**src/rtl/cs_measure_ctrl.sv**
```systemverilog
// cs_measure_ctrl: compressed-sensing measurement scheduler with one time-multiplexed adder.
// Optional CS_SAT_EN: saturating accumulation plus a sticky sat_flag output.
module cs_measure_ctrl #(
  parameter int DATA_W    = 12,
  parameter int ACC_W     = 24,
  parameter int N_SAMPLES = 256,
  parameter int M_MEAS    = 64
) (
  input  logic                         clk,
  input  logic                         reset,
  input  logic                         start,
  output logic                         busy,
  output logic                         prbs_reseed,
  output logic                         prbs_step,
  input  logic [M_MEAS-1:0]            prbs_bits,
  input  logic                         s_valid,
  output logic                         s_ready,
  input  logic signed [DATA_W-1:0]     s_data,
  output logic                         m_valid,
  input  logic                         m_ready,
  output logic signed [ACC_W-1:0]      m_data,
  output logic [$clog2(M_MEAS)-1:0]    m_index,
  output logic                         frame_done
`ifdef CS_SAT_EN
  ,
  output logic                         sat_flag
`endif
);
  localparam int RW = $clog2(M_MEAS);
  localparam int SW = $clog2(N_SAMPLES);
  typedef enum logic [2:0] {IDLE, WAIT_SAMPLE, ACCUM, STEP, DRAIN} state_t;
  state_t state, nxt;
  logic signed [ACC_W-1:0]  acc [M_MEAS];
  logic signed [DATA_W-1:0] x_reg;
  logic [SW-1:0]            sample_cnt;
  logic [RW-1:0]            row_idx, out_idx;
  logic signed [ACC_W-1:0]  x_ext, addend, acc_nxt;
  logic                     last_row, last_out, last_sample;
  assign last_row    = row_idx == RW'(M_MEAS - 1);
  assign last_out    = out_idx == RW'(M_MEAS - 1);
  assign last_sample = sample_cnt == SW'(N_SAMPLES - 1);
  assign x_ext  = ACC_W'(x_reg);
  assign addend = prbs_bits[row_idx] ? x_ext : -x_ext;
`ifdef CS_SAT_EN
  logic [ACC_W:0] sum;
  logic           clip;
  assign sum     = {acc[row_idx][ACC_W-1], acc[row_idx]} + {addend[ACC_W-1], addend};
  assign clip    = sum[ACC_W] ^ sum[ACC_W-1];
  // a differing carry-out and sign bit means the true sum left the ACC_W range
  assign acc_nxt = !clip ? sum[ACC_W-1:0] : sum[ACC_W] ? {1'b1, {(ACC_W-1){1'b0}}}
                                                       : {1'b0, {(ACC_W-1){1'b1}}};
`else
  assign acc_nxt = acc[row_idx] + addend;
`endif
  always_ff @(posedge clk or negedge reset)
    if (!reset) state <= IDLE;
    else        state <= nxt;
  always_comb begin
    nxt = state;
    case (state)
      IDLE:        nxt = start ? WAIT_SAMPLE : IDLE;
      WAIT_SAMPLE: nxt = s_valid ? ACCUM : WAIT_SAMPLE;
      ACCUM:       nxt = last_row ? STEP : ACCUM;
      STEP:        nxt = last_sample ? DRAIN : WAIT_SAMPLE;
      DRAIN:       nxt = (m_ready && last_out) ? IDLE : DRAIN;
      default:     nxt = IDLE;
    endcase
  end
  always_comb begin
    busy        = state != IDLE;
    s_ready     = state == WAIT_SAMPLE;
    m_valid     = state == DRAIN;
    prbs_step   = state == STEP;
    prbs_reseed = state == IDLE && start;
    m_data      = acc[out_idx];
    m_index     = out_idx;
  end
  always_ff @(posedge clk or negedge reset)
    if (!reset) begin
      for (int i = 0; i < M_MEAS; i++) acc[i] <= '0;
      x_reg      <= '0;
      sample_cnt <= '0;
      row_idx    <= '0;
      out_idx    <= '0;
      frame_done <= 1'b0;
`ifdef CS_SAT_EN
      sat_flag   <= 1'b0;
`endif
    end else begin
      frame_done <= state == DRAIN && m_ready && last_out;
      case (state)
        IDLE: if (start) begin
          for (int i = 0; i < M_MEAS; i++) acc[i] <= '0;
          sample_cnt <= '0;
`ifdef CS_SAT_EN
          sat_flag   <= 1'b0;
`endif
        end
        WAIT_SAMPLE: if (s_valid) begin
          x_reg   <= s_data;
          row_idx <= '0;
        end
        ACCUM: begin
          acc[row_idx] <= acc_nxt;
          row_idx      <= row_idx + 1'b1;
`ifdef CS_SAT_EN
          sat_flag     <= sat_flag | clip;
`endif
        end
        STEP: if (last_sample) out_idx <= '0;
              else             sample_cnt <= sample_cnt + 1'b1;
        DRAIN: if (m_ready) out_idx <= last_out ? '0 : out_idx + 1'b1;
        default: ;
      endcase
    end
endmodule

```
**config.mk**
```make
export PLATFORM = sky130hd
export DESIGN_NAME = cs_measure_ctrl
export DESIGN_NICKNAME = d
export VERILOG_FILES = /design/src/rtl/cs_measure_ctrl.sv
export SDC_FILE = /design/constraint.sdc
export NUM_CORES = 2
export LEC_CHECK = 0
export CORE_MARGIN = 1.5
export CORE_UTILIZATION = 47
export CTS_BUF_LIST = sky130_fd_sc_hd__clkbuf_4 sky130_fd_sc_hd__clkbuf_8
export DETAILED_ROUTE_END_ITERATION = 6
export PLACE_DENSITY = 0.75
export REMOVE_ABC_BUFFERS = 1
export SLEW_MARGIN = 20
export SYNTH_ARGS = -nofsm -noshare
export SYNTH_HDL_FRONTEND = slang
export SYNTH_SLANG_ARGS = --single-unit
```
**constraint.sdc**
```tcl
create_clock -name clk -period 6.8 [get_ports clk]
set_input_delay 0.68 -clock clk [delete_from_list [all_inputs] [get_ports clk]]
set_output_delay 0.68 -clock clk [all_outputs]
set_load 0.1 [all_outputs]
```
; ---- Yosys cells after proc, flatten, opt, wreduce, memory -nomap -nowiden
; Index checks and enable logic that the tools add are counted.
[classes]
addsub = 5
n_lt_le_gt_ge = 4
n_eq_ne = 12
muxes = 29
bitwise = 2
n_reduce_logical = 16
[ops]
columns = op, n
row1 = $pmux 1536 s2, 1
row2 = $bwmux 1536, 1
row3 = $mux 1536, 1
row4 = $bmux 24 s6, 2
row5 = $demux 24 s6, 1
row6 = $mux 24, 6
row7 = $add 24x24->24, 1
row8 = $mux 6, 4
row9 = $neg 12->24, 1
row10 = $pmux 6 s2, 2
row11 = $mux 8, 2
row12 = $pmux 8 s2, 1
row13 = $pmux 3 s5, 1
row14 = $ge 7x7->1 const B, 2
row15 = $not 6->7, 2
row16 = $add 6x1->6 const B, 2
row17 = $eq 6x6->1 const B, 2
row18 = $add 8x1->8 const B, 1
row19 = $eq 8x8->1 const B, 1
row20 = $reduce_bool 2->1, 4
row21 = $lt 6x7->1 const B, 1
row22 = $lt 7x1->1 const B, 1
row23 = $bmux 1 s6, 1
row24 = $eq 3x2->1 const B, 2
row25 = 12 further kinds, 25
[totals]
reg_bits = 1572
inputBits = 81
output_inout_bits = 36
elab_cells = 138

; ---- Logic depth before layout (Yosys ltp)
[logic_depth]
depth_word = 7
depth_mapped = 26
mapped_depth_nobuf = 18

; ---- Worst setup path after synthesis
; OpenSTA, ideal clock, no wires.
[synth_timing]
kind = register to register
from = register row_idx[1]
to = register acc[1022] (netlist name)
setup_time_ns = 0.133
t_arrival_ns = 5.450
required_ns = 6.667
setup_slack_ns = 1.217
stages_incl_launch_ff = 25
path_buffers = 7
synth_period_minus_slack_ns = 5.583
path_cell_list = dfrtp_1 -> buf_2 -> buf_2 -> buf_2 -> buf_2 -> buf_2 -> buf_2 -> mux2i_1 -> nor2_1 -> o21ai_0 -> o221ai_1 -> mux4_2 -> nand2_1 -> o221ai_1 -> ha_1 -> fa_1 -> a21o_1 -> a21oi_1 -> o21ai_0 -> nand4_1 -> nand2_1 -> mux2i_1 -> nor4_1 -> clkbuf_1 -> o21ai_0
[synth_via]
elab_chain_len = 7
elab_cells_between_ends = 15
cone_classes = add/sub (1) / order compare (2) / mux (10) / bitwise (1) / reduce/logical (1)
[synth_lines]
columns = item, line
row1 = from (decl), 36  ; logic [RW-1:0] row_idx, out_idx;
row2 = from (signal assigned), 105  ; row_idx <= row_idx + 1'b1;
row3 = $not 6->7 (implied by the code), "53, 104"
row4 = "$bmux 24 s6, or another cell as far along", 53  ; assign acc_nxt = acc[row_idx] + addend;
row5 = $mux 24 (implied by the code) / $logic_and 1x1->1 (equally long branches), "53, 104"
row6 = "$mux 24, on equally long branches", "53, 104"
row7 = $add 24x24->24 / $demux 24 s6 (equally long branches), "53, 104"
row8 = $bwmux 1536 (*), 104  ; acc[row_idx] <= acc_nxt;
row9 = $pmux 1536 s2 (*), 91  ; case (state)
row10 = "to (signal, indexed assignment)", 104
row11 = to (decl), 33  ; logic signed [ACC_W-1:0] acc [M_MEAS];
; Mark *: on every way between the ends. The rest lies on a longest branch, timed or not. The select of a mux whose other input is x is not followed.
; A chain may end at the register's enable or synchronous reset.

; ---- Worst setup path after layout
[layout_timing]
from = register row_idx[0]
to = register acc[1246] (netlist name)
; Same word-level chain as after synthesis.

==> results.py <==
metrics = {
    "outcome": {
        "outcome": "complete, but fails checks",
        "violations": "design-rule violations",
    },
    "grt": {
        "grt_pass1_wl_um": 475000,
        "grt_pass1_vias": 72120,
        "grt_max_degree": 222,
        "grt_usage_pct": 36.44,
        "overflow": 0,
        "antenna_found_initial": 35,
    },
    "sta": {
        "worst_slew_pin_slew_ns": 1.276,
        "skew_ns": 0.07288,
        "slew_headroom_pct": 13.80,
        "slew_violations": 0,
        "fin_crit_ns": 6.672,
        "hold_viol": 0,
        "holdWs_ns": 0.2656,
        "rsz0062_at_grt": "no",
        "tns_ns": 0,
        "finalCritPeriodShare_pct": 98.11,
        "fmaxAchievable_mhz": 149.9,
        "setup_violations": 0,
    },
    "hold_path": {
        "hp-class": "primary input to register",
        "worstHoldStart": "s_data[9]",
        "holdPathStages": 2,
        "min_to": "x_reg[9]",
    },
    "logic_synthesis": {
        "synthCells": 7805,
        "synth_area_per_cell_sq_um": 10.47,
        "synth_seq_cells": 1572,
        "synth_ff_type": "dfrtp_1",
        "ys_warn_count": 0,
        "ys_types": 76,
        "synthArstFlopShare_pct": 100.0,
        "ys_seq_area_share_pct": 48.15,
        "synth_edf_count": 0,
        "syn_area_sq_um": 81690,
    },
    "cts": {
        "cts_sinks": 1572,
        "postCtsResizedCells": 0,
        "clock_insertion_delay_worst_skew_ns": 1.07,
        "cts_inserted_buffers": 277,
        "clk_path_buf_depth": 4,
        "root_buffer": "clkbuf_8",
        "cts.clk_slew.worst_paths_ns": 0.06,
        "htree_levels": 5,
        "cts_tree": "done",
    },
    "final_layout": {
        "finalCoreUtilization_pct": 53.60,
        "drive_above_1_share_pct": 20.73,
        "synthToLayoutAreaGrowth_pct": 12.92,
        "fin_area_sq_um": 92250,
        "largest_reg_flops": 1536,
        "nNetsFinal": 7753,
    },
    "setup_path": {
        "timing.rr.end": "acc[1246]",
        "critPathMaxFanout": 64,
        "crit_family": "simple AND/OR/NAND/NOR gates",
        "crit_path_top_delay_cell": "or4b_2",
        "reg2reg_depth": 20,
        "cp.depth": 20,
        "path_buf_inv": 4,
        "cp-start-kind": "register",
        "crit_path_end_kind": "register",
        "slowest_delay_ns": 0.72,
        "arrival_ns": 7.59,
        "reg2reg_slack_ns": 0.13,
        "crit_type": "register to register",
        "crit_top_cell": "a21oi_1",
        "required_ns": 7.72,
        "reg2reg_from": "row_idx[0]",
        "crit_chain": "buf_4 -> or3_4 -> buf_12 -> buf_4 -> o22ai_1 -> nor4_1 -> o22ai_1 -> a21oi_1 -> nand3_1 -> a21oi_1 -> ha_1 -> a21o_1 -> a21oi_1 -> nor2_1 -> nor2_1 -> nand2_1 -> a41oi_1 -> or4b_2 -> buf_12 -> o21ai_0",
    },
    "routing": {
        "drtAntennaViolNets": 0,
        "firstDrtPassIters": 7,
        "drc_errors": 45,
        "routed_wl_um": 323800,
        "wl_per_cell_um": 31.98,
        "vias_per_cell": 7.354,
        "first_iter_violations": 13240,
        "vias": 74470,
    },
    "pwr": {
        "leakagePower_nw": 37.75,
        "irDropWorstVdd_v": 0.001776,
        "p_per_area_nw_per_um2": 525.5,
    },
    "die": {
        "die_w_um": 419.9,
        "dieArea_sq_um": 176300,
        "initial_core_util_pct": 47.47,
        "io_pins": 117,
        "rows": 152,
        "core_area_sq_um": 172100,
        "dieHeight_um": 419.9,
    },
    "placed_design": {
        "portBuffers": 116,
        "dpl-instance-area_sq_um": 86660,
        "gp_congestion": 0.9901,
        "post-dp-hpwl_um": 196300,
    },
    "flow_run": {
        "maxCapViolations": 0,
    },
}
layer usage:
layer / vias up / GRT usage, % / share of wire, %
met5: - / 0.4724 / 0.12
met4: 40 / 27.03 / 9.1
met3: 1899 / 16.89 / 17
met2: 6748 / 50.56 / 41
met1: 36240 / 44.11 / 33
li1: 29540 / - / -
where the power goes:
part           internal (W)  total, W  switching [W]
combinational       0.00800    0.0293         0.0213
clock               0.00512   0.00908        0.00396
sequential          0.00970    0.0101       0.000438
what timing repair did:
| action | in CTS | in global routing |
|---|---|---|
| buffers inserted | 0 | 1 |
| setup endpoints to repair | 0 | 18 |
| hold endpoints to repair | 122 | 0 |
| hold buffers | 1 | 0 |
cells in the final DEF (no fill, tap or decap), types with 16 or more instances in the layout:
cell	instances
o21ai_0	1583
dfrtp_1	1560
nand3_1	1555
mux4_2	536
o22ai_1	527
clkbuf_8	336
buf_4	326
clkdlybuf4s50_1	115
nor2_1	110
o221ai_1	101
mux2_2	96
buf_12	84
a21oi_1	80
clkbuf_4	73
nand2_1	72
nor4_1	65
nand2_2	64
nor3_1	52
o22a_1	44
mux2i_1	30
ha_1	27
a22oi_1	25
inv_1	17
o21ai_2	17
clkinv_2	17
o31ai_1	16
cells in the mapped netlist (all sizes together) (15+ instances only):
| cell | number | area, sq um |
|---|---|---|
| a21oi | 80 | 400.4 |
| inv | 18 | 67.56 |
| nor4 | 66 | 412.9 |
| dfrtp | 1572 | 39340 |
| a21o | 15 | 112.6 |
| nor2 | 110 | 412.9 |
| nand3 | 1556 | 7787 |
| o31ai | 17 | 127.6 |
| nand2 | 137 | 514.2 |
| buf | 317 | 1316 |
| mux4 | 539 | 12150 |
| nor3 | 53 | 265.3 |
| xor2 | 26 | 235.2 |
| o221ai | 101 | 884.6 |
| o21ai | 1605 | 8097 |
| o22a | 44 | 385.4 |
| o22ai | 527 | 3297 |
| a22oi | 25 | 187.7 |
| clkbuf | 651 | 2444 |
| mux2i | 30 | 300.3 |
| ha | 27 | 337.8 |
| mux2 | 97 | 1096 |
final cells by class:
| class | count | area, sq um |
|---|---|---|
| Fill cell | 14450 | 79860 |
| Sequential cell | 1572 | 39370 |
| Multi-Input combinational cell | 5243 | 39010 |
| Timing Repair Buffer | 528 | 5345 |
| Clock buffer | 409 | 5172 |
| Tap cell | 2310 | 2890 |
| Clock inverter | 27 | 341.6 |
| Inverter | 22 | 82.58 |
| Antenna cell | 15 | 37.54 |
stage by stage:
stage	worst slack, ns	cells	total power (W)
CTS	0.4177	10110	0.04675
detailed placement	0.4425	9673	0.03778
floorplan	-32.85	6837	0.02039
finish	0.1284	10130	0.04848
global placement	0.4648	9673	0.03761
global route	0.07719	10120	0.04961
worst max-delay path by stage:
stage	start	to	slack, ns
detailed placement	row_idx[0]	acc[1319]	0.44
floorplan	start	sample_cnt[7]	-32.85
global route	row_idx[0]	acc[549]	0.08
CTS	row_idx[0]	acc[453]	0.42
finish	row_idx[0]	acc[1246]	0.13
global placement	row_idx[0]	acc[1463]	0.46
logic make-up after synthesis:
kind of cell / after synthesis / synth area share (%)
and+or+nand+nor: 2010 / 12.28
buffers and inverters: 990 / 4.703
adders and majority gates: 28 / 0.4380
xor gates and xnor gates: 38 / 0.4396
DFF: 1572 / 48.15
muxes: 666 / 16.58
AOI/OAI and AO/OA: 2501 / 17.41
Power figures use the tool's default switching activity.
